<file path="config.mk">
export PLATFORM = sky130hd
export DESIGN_NAME = fb_write_ctrl
export DESIGN_NICKNAME = d
export VERILOG_FILES = /design/src/rtl/fb_write_ctrl.sv
export SDC_FILE = /design/constraint.sdc
export NUM_CORES = 1
export LEC_CHECK = 0
export CORE_ASPECT_RATIO = 1.2
export CORE_UTILIZATION = 48
export DETAILED_ROUTE_END_ITERATION = 7
export PLACE_DENSITY = 0.84
export SLEW_MARGIN = 20
export SYNTH_ARGS = -nofsm -noshare
export SYNTH_HDL_FRONTEND = slang
export SYNTH_SLANG_ARGS = --single-unit
</file>
<file path="constraint.sdc">
create_clock -name clk -period 2.4 [get_ports clk]
set_input_delay 0.72 -clock clk [delete_from_list [all_inputs] [get_ports clk]]
set_output_delay 0.72 -clock clk [all_outputs]
set_load 0.02 [all_outputs]
</file>
<file path="src/rtl/fb_write_ctrl.sv">
`default_nettype none
// ============================================================================
// Module   : fb_write_ctrl
// Purpose  : Streams renderer pixels into the back frame buffer, column-major,
//            restarting each pass on a ping-pong buffer swap.
// Revision : 1.0  initial release
// ============================================================================
module fb_write_ctrl #(
    parameter int          XMAX      = 240,
    parameter int          YMAX      = 264,
    parameter logic [15:0] PARK_ADDR = 16'hFFFF
) (
    input  logic        clk,
    input  logic        rst,
    input  logic        buf_sel,
    input  logic        pix_valid,
    input  logic [7:0]  pix_data,
    output logic        pix_ready,
    output logic [7:0]  pix_x,
    output logic [8:0]  pix_y,
    output logic [15:0] addr_write,
    output logic [7:0]  data_write,
    output logic        busy,
    output logic        frame_done,
    output logic        overrun
);

    localparam logic [7:0] X_LAST = 8'(XMAX - 1);
    localparam logic [8:0] Y_LAST = 9'(YMAX - 1);

    typedef enum logic [1:0] {
        S_IDLE = 2'd0,
        S_FILL = 2'd1,
        S_DONE = 2'd2
    } state_t;

    state_t      state_q, state_d;
    logic [7:0]  x_q, x_d;
    logic [8:0]  y_q, y_d;
    logic [15:0] cnt_q, cnt_d;
    logic        buf_sel_q;
    logic [15:0] addr_write_q, addr_write_d;
    logic [7:0]  data_write_q, data_write_d;
    logic        frame_done_q, frame_done_d;
    logic        overrun_q, overrun_d;

    logic        swap;
    logic        accept;
    logic        last_pix;

    assign swap     = buf_sel ^ buf_sel_q;
    assign accept   = pix_valid && (state_q == S_FILL);
    assign last_pix = (x_q == X_LAST) && (y_q == Y_LAST);

    always_comb begin
        state_d      = state_q;
        x_d          = x_q;
        y_d          = y_q;
        cnt_d        = cnt_q;
        addr_write_d = PARK_ADDR;
        data_write_d = data_write_q;
        frame_done_d = 1'b0;
        overrun_d    = 1'b0;

        // The write is captured from the pre-update counter, so a pixel
        // accepted on a swap cycle still lands at its old address.
        if (accept) begin
            addr_write_d = cnt_q;
            data_write_d = pix_data;
            cnt_d        = cnt_q + 16'd1;
            if (y_q == Y_LAST) begin
                y_d = 9'd0;
                x_d = x_q + 8'd1;
            end else begin
                y_d = y_q + 9'd1;
            end
        end

        case (state_q)
            S_IDLE, S_DONE: begin
                if (swap) begin
                    state_d = S_FILL;
                    x_d     = 8'd0;
                    y_d     = 9'd0;
                    cnt_d   = 16'd0;
                end
            end
            S_FILL: begin
                if (accept && last_pix) begin
                    frame_done_d = 1'b1;
                    state_d      = swap ? S_FILL : S_DONE;
                    x_d          = 8'd0;
                    y_d          = 9'd0;
                    cnt_d        = 16'd0;
                end else if (swap) begin
                    overrun_d = 1'b1;
                    x_d       = 8'd0;
                    y_d       = 9'd0;
                    cnt_d     = 16'd0;
                end
            end
            default: state_d = S_IDLE;
        endcase
    end

    always_ff @(posedge clk or posedge rst) begin
        if (rst) begin
            state_q      <= S_IDLE;
            x_q          <= 8'd0;
            y_q          <= 9'd0;
            cnt_q        <= 16'd0;
            buf_sel_q    <= 1'b0;
            addr_write_q <= PARK_ADDR;
            data_write_q <= 8'd0;
            frame_done_q <= 1'b0;
            overrun_q    <= 1'b0;
        end else begin
            state_q      <= state_d;
            x_q          <= x_d;
            y_q          <= y_d;
            cnt_q        <= cnt_d;
            buf_sel_q    <= buf_sel;
            addr_write_q <= addr_write_d;
            data_write_q <= data_write_d;
            frame_done_q <= frame_done_d;
            overrun_q    <= overrun_d;
        end
    end

    assign pix_ready  = (state_q == S_FILL);
    assign busy       = (state_q == S_FILL);
    assign pix_x      = pix_ready ? x_q : 8'd0;
    assign pix_y      = pix_ready ? y_q : 9'd0;
    assign addr_write = addr_write_q;
    assign data_write = data_write_q;
    assign frame_done = frame_done_q;
    assign overrun    = overrun_q;

endmodule
`default_nettype wire

</file>
==> results of run 1 <==
## synth_stat cells
| cell | count | area (um^2) |
|---|---|---|
| nand2b_1 | 13 | 81.3 |
| nand2_1 | 43 | 161 |
| o21ai_4 | 1 | 16.3 |
| or3_1 | 1 | 6.26 |
| dfrtp_1 | 46 | 1150 |
| nor4_1 | 11 | 68.8 |
| nand3_1 | 8 | 40.0 |
| nor3_1 | 9 | 45.0 |
| o21ai_0 | 3 | 15.0 |
| nor2b_1 | 2 | 12.5 |
| nand3b_1 | 1 | 7.51 |
| buf_1 | 1 | 3.75 |
| xnor2_1 | 21 | 184 |
| a32o_1 | 1 | 10.0 |
| buf_2 | 1 | 5.00 |
| or4_1 | 3 | 22.5 |
| buf_4 | 1 | 7.51 |
| dfstp_2 | 16 | 420 |
| or4_4 | 1 | 11.3 |
| o21a_1 | 1 | 7.51 |
| nor3b_1 | 1 | 7.51 |
| o211ai_1 | 1 | 7.51 |
| ha_1 | 4 | 50.1 |
| nand4b_1 | 5 | 43.8 |
| nor2_1 | 33 | 124 |
| a21oi_1 | 6 | 30.0 |
| and2_1 | 17 | 106 |
| and3_1 | 1 | 6.26 |
| nand4_1 | 11 | 68.8 |
| buf_6 | 2 | 22.5 |
| o21bai_1 | 1 | 7.51 |
| inv_1 | 8 | 30.0 |
| a21o_1 | 1 | 7.51 |
| xor2_1 | 5 | 43.8 |
| clkbuf_1 | 10 | 37.5 |
| o31ai_1 | 1 | 7.51 |
## worst max path at each step
stage	to	slack, ns	cells after the start
after floorplan	pix_x[6]	0.15	4
after detailed placement	state_q[0]$_DFFE_PP0P_	-0.08	6
after global routing	pix_x[2]	0.002	4
final	pix_y[0]	0.11	4
after CTS	pix_y[0]	0.1	4
after global placement	x_q[7]$_DFF_PP0_	-0.03	6
## cell type report
class	count	area, um^2
flip-flops and latches	62	1570
inverters	8	30.0
well taps	80	100
multi-input cells	206	1200
clock buffers	15	176
fillers	441	1900
clock inverters	1	5.00
repair buffers	75	718
## metrics by stage
stage | std cells | setup TNS (ns) | util
6_report | 447 | 0 | 0.666
5_1_grt | 447 | 0 | 0.666
4_1_cts | 447 | 0 | 0.666
3_5_place_dp | 431 | -0.959 | 0.638
3_3_place_gp | 431 | -0.212 | 0.638
2_1_floorplan | 291 | 0 | -
## registers in the layout (all words and copies together), names as in the netlist
signal      flops
state_q         2
frame_done      1
addr_write     16
x_q             8
cnt_q          16
overrun         1
y_q             9
buf_sel_q       1
data_write      8
## where the power goes
group	switching [mW]	leakage, nW	internal (mW)
sequential	0.0249	0.784	1.10
clock	0.376	0.0937	0.459
combinational	0.149	0.784	0.123
## cells by family after synthesis
logic type      after synthesis  share of synthesized area
fa+ha+maj                     4                     0.0174
xor+xnor                     26                     0.0791
flops                        62                      0.546
buf+inv                      23                     0.0370
compound gates               16                     0.0378
simple gates                160                      0.283
## repair_timing
action,in CTS,in global routing
resized for setup,19,1
endpoints found under the setup margin,19,1
pin swaps,0,0
gates cloned,0,0
## worst max-delay path: cells and delay by family (launching register included)
kind	cells	cell delay [ns]
buffers and inverters	2	0.54
DFF	1	0.38
and+or+nand+nor	2	0.30
## routing by layer
layer / vias up / wire [um] / track usage
li1: 1110 / - / -
met1: 1115 / 2590 / 0.266
met2: 74 / 3020 / 0.341
met3: 18 / 288 / 0.0314
met4: 0 / 182 / 0.116
met5: - / 0 / 0
==> reports/results.txt, run 1 <==
Status - complete, no violations
Worst skew pair latency - 0.33 ns
Clock skew - 0.00793 ns
DRC violations left - 0
RSZ-0062 raised after global routing - false
Worst slew margin - 0.691
Final period utilization - 0.954
Syn_area_per_cell - 9.89 um^2
Seq/Total Area, Yosys - 0.546
Initial Utilization - 0.504
Net Count, Synth - 307
Worst-path clk slew - 0.07 ns
Worst Reg-to-Reg Cells - 5
Setup crit start - state_q[1]$_DFFE_PP0P_
Synthesized area - 2880 um^2
Hold_ws - 0.475 ns
Commonest non-fill, non-tap cells in the layout - 46 x dfrtp_1, 43 x nand2_1, 37 x clkdlybuf4s50_1
Setup Viol. Count Final - 0
Worst Path Arrival - 1.57 ns
Core Region - 5710 um^2
Post-CTS Setup Inserts - 0
Die X - 72.7 um
Critical Path RT - 1.68 ns
CP Class - reg -> out
Fin area - 3800 um^2
H-tree Lvls - 3
Hold depth - 2
Initial antenna violation count - 0
Max Clock Freq - 437 MHz
Fraction of layout cells with a size suffix above 1 - 0.139
Total power - 2.23 mW
Crit-path max FO - 19
# diodes - 0
Final Wtd Congestion - 0.827
MaxCap Viol Count - 0
Vias - 2317
FF-to-FF setup slack - 0.22 ns
CP Cell Sequence - nor2b_1, buf_4, and2_1, dlygate4sd2_1
Routed WL per cell - 13.6 um
CP Capture Type - output pin
Synth Warn # - 0
Port Buffers - 56
Final HPWL DP - 4.25 mm
Worst hold endpoint - data_write[1]$_DFFE_PP0P_
R2r startpoint - y_q[4]$_DFF_PP0_
Routed Wire Length - 6.08 mm
Max Slew Vio Count - 0
Slew @ Worst Pin - 0.460 ns
Setup slack at placement - -0.0792 ns
Die ar. - 6310 um^2
Layout Area Growth over Synthesis - 32.1%
R2R Path End - state_q[0]$_DFFE_PP0P_
I/O pins - 57
CP max stage delay - 0.38 ns
CTS root buf - clkbuf_8
Vias in the first global route - 2188
Mapped Cells - 291
Final WS setup - 0.112 ns
ANT nets after route - 0
# rows - 30
Vias per inst - 5.18
Clock Path Buffers - 2
Cell area power density - 587 nW/um^2
Synth cell types - 36
Slowest stage cell on the critical path - dfrtp_1
Post-DP Area - 3640 um^2
DR pass1 iterations - 4
Crit path time final - 2.29 ns
Most common cell after layout, fill and taps aside - dfrtp_1
Initial DRC count - 127
TritonCTS buffer count - 9
FF+latch count, synth - 62
Final-report hold violation count - 0
Pleak - 1.66 nW
Hold Crit Start - data_write[1]$_DFFE_PP0P_
CTS sink count - 62
Hold Crit Class - reg -> reg
Die Y - 86.8 um
VDD IR max - 0.399 mV
Nets - 378
First-pass GRT wire length - 10.0 mm
# hold bufs at CTS - 0
Startpoint types - flop
Largest net degree at the start of global routing - 63
GRT overflow - 0
Clock tree from TritonCTS - yes
Overall Global Routing Usage - 0.209
Power figures use the tool's default switching activity.
==> inputs of run 2 (changes only) <==
Settings changed: CORE_UTILIZATION 48 to 35, CTS_BUF_LIST set to sky130_fd_sc_hd__clkbuf_4 sky130_fd_sc_hd__clkbuf_8, HOLD_SLACK_MARGIN set to 0.02, PLACE_DENSITY 0.84 to 0.67.
==> run 2 against run 1 <==
Against the previous run:
- the run now ends with design-rule violations left
- non-clock buffer count fell by 5
- largest power group unchanged
- global-route usage fell by 4.7 points
- core utilization fell by 18 points
- setup slack improved by 0.0056 ns
- highest routed layer unchanged
- final cell count increased by 1.6%
- clock-buffer cell count unchanged
- sequential power about the same
- maximum frequency rose by 0.25%
- cell area is 0.23% lower
==> reports/results.txt, run 2 (synthesis gave the netlist of run 1 again) <==
Nets - 373 (was 378)
Vias per inst - 4.96 (was 5.18)
DRC violations left - 3 (was 0)
Crit-path max FO - 20 (was 19)
Final TNS setup - 0 ns (unchanged)
Final period utilization - 0.951 (was 0.954)
Startpoint types - flop (unchanged)
Clock tree from TritonCTS - yes (unchanged)
Cell area power density - 592 nW/um^2 (was 587 nW/um^2)
Worst-path clk slew - 0.07 ns (about the same)
Final HPWL DP - 4.35 mm (was 4.25 mm)
Violated checks - design-rule violations
Critical Path RT - 1.68 ns (about the same)
Worst skew pair latency - 0.33 ns (about the same)
Initial DRC count - 141 (was 127)
Pleak - 1.62 nW (was 1.66 nW)
Vias - 2251 (was 2317)
Overall Global Routing Usage - 0.162 (was 0.209)
Largest net degree at the start of global routing - 63 (unchanged)
First-pass GRT wire length - 10.8 mm (was 10.0 mm)
Worst slew margin - 0.779 (was 0.691)
CTS root buf - clkbuf_8 (unchanged)
Final Wtd Congestion - 0.856 (was 0.827)
TritonCTS buffer count - 9 (unchanged)
MaxCap Viol Count - 0 (unchanged)
VDD IR max - 0.251 mV (was 0.399 mV)
CTS sink count - 62 (unchanged)
Slew @ Worst Pin - 0.328 ns (was 0.460 ns)
# diodes - 0 (unchanged)
Port Buffers - 56 (unchanged)
Initial Utilization - 0.367 (was 0.504)
CP Capture Type - output pin (unchanged)
RSZ-0062 raised after global routing - false (unchanged)
Vias in the first global route - 2250 (was 2188)
Finished Core Util - 0.484 (was 0.666)
Fraction of layout cells with a size suffix above 1 - 0.135 (was 0.139)
DR pass1 iterations - 8 (was 4)
Max Clock Freq - 438 MHz (was 437 MHz)
Clock skew - 0.00759 ns (was 0.00793 ns)
I/O pins - 57 (unchanged)
Worst Path Arrival - 1.56 ns (was 1.57 ns)
Final-report hold violation count - 0 (unchanged)
Commonest non-fill, non-tap cells in the layout - 46 x dfrtp_1, 43 x nand2_1, 37 x clkdlybuf4s50_1 (unchanged)
ANT nets after route - 0 (unchanged)
Fillers - 718 (was 441)
Crit path time final - 2.28 ns (was 2.29 ns)
Die Y - 101 um (was 86.8 um)
Hold Crit Class - reg -> reg (unchanged)
# hold bufs at CTS - 0 (unchanged)
Max Slew Vio Count - 0 (unchanged)
Post-CTS Setup Inserts - 0 (unchanged)
Clock Path Buffers - 2 (unchanged)
Setup Viol. Count Final - 0 (unchanged)
Most common cell after layout, fill and taps aside - dfrtp_1 (unchanged)
GRT overflow - 0 (unchanged)
Status - finished, violations left (was complete, no violations)
Initial antenna violation count - 0 (unchanged)
H-tree Lvls - 3 (unchanged)
Routed Wire Length - 6.21 mm (was 6.08 mm)
Core Region - 7840 um^2 (was 5710 um^2)
CP Class - reg -> out (unchanged)
Layout Area Growth over Synthesis - 31.8% (was 32.1%)
# rows - 35 (was 30)
Die X - 84.8 um (was 72.7 um)
Die ar. - 8590 um^2 (was 6310 um^2)
Routed WL per cell - 13.7 um (was 13.6 um)
-- run 2: final cells by class --
type	instances	area (um^2)	share of cell area
Clock buffer	15	188	0.0495
Clock inverter	1	5.00	0.00132
Inverter	8	30.0	0.00792
Multi-Input combinational cell	206	1200	0.316
Sequential cell	62	1570	0.414
Tap cell	92	115	0.0304
Timing Repair Buffer	70	683	0.180
-- run 2: worst paths after layout --
kind                       slack [ns]                         to                       from  cells past startpoint
max                              0.12                   pix_x[1]     state_q[1]$_DFFE_PP0P_                      4
min in group asynchronous        0.77  data_write[6]$_DFFE_PP0P_                        rst                      3
max reg2reg                      0.20        cnt_q[13]$_DFF_PP0_           y_q[4]$_DFF_PP0_                      5
min reg2reg                      0.48  data_write[6]$_DFFE_PP0P_  data_write[6]$_DFFE_PP0P_                      2
min                              0.48  data_write[6]$_DFFE_PP0P_  data_write[6]$_DFFE_PP0P_                      2
max in group asynchronous        1.32    addr_write[2]$_DFF_PP1_                        rst                      3
-- run 2: what timing repair did --
action | 4_1_cts | 5_1_grt
hold endpoints to repair | 0 | 0
resized for setup | 19 | 11
setup endpoints to repair | 19 | 14
-- run 2: worst max-delay path, cell delays in order, from the launching register on --
cell and delay (ns):
dfrtp_1 0.45, nor2b_1 0.16, buf_6 0.17, and2_1 0.15, clkdlybuf4s15_1 0.31
-- run 2: per-stage QoR --
stage | power (mW) | std cells | hold slack (ns) | cell area [um^2] | setup WS (ns)
2_1_floorplan | 1.28 | 291 | 0.451 | 2880 | 0.146
3_3_place_gp | 1.40 | 438 | 0.458 | 3610 | 0.000407
3_5_place_dp | 1.41 | 438 | 0.470 | 3610 | -0.0600
4_1_cts | 2.28 | 454 | 0.486 | 3780 | 0.0551
5_1_grt | 2.35 | 454 | 0.507 | 3790 | 0.00214
6_report | 2.24 | 454 | 0.480 | 3790 | 0.117
-- run 2: where the power goes --
part / switching, mW / total, mW / internal [mW]
Combinational: 0.146 / 0.260 / 0.113
Clock: 0.369 / 0.863 / 0.493
Sequential: 0.0246 / 1.12 / 1.10
Total: 0.540 / 2.24 / 1.70
-- run 2: metal layers --
metal  routed length [um]  GRT usage
met5                    0          0
met4                  172     0.0795
met3                  197     0.0416
met2                 3240      0.275
met1                 2600      0.192
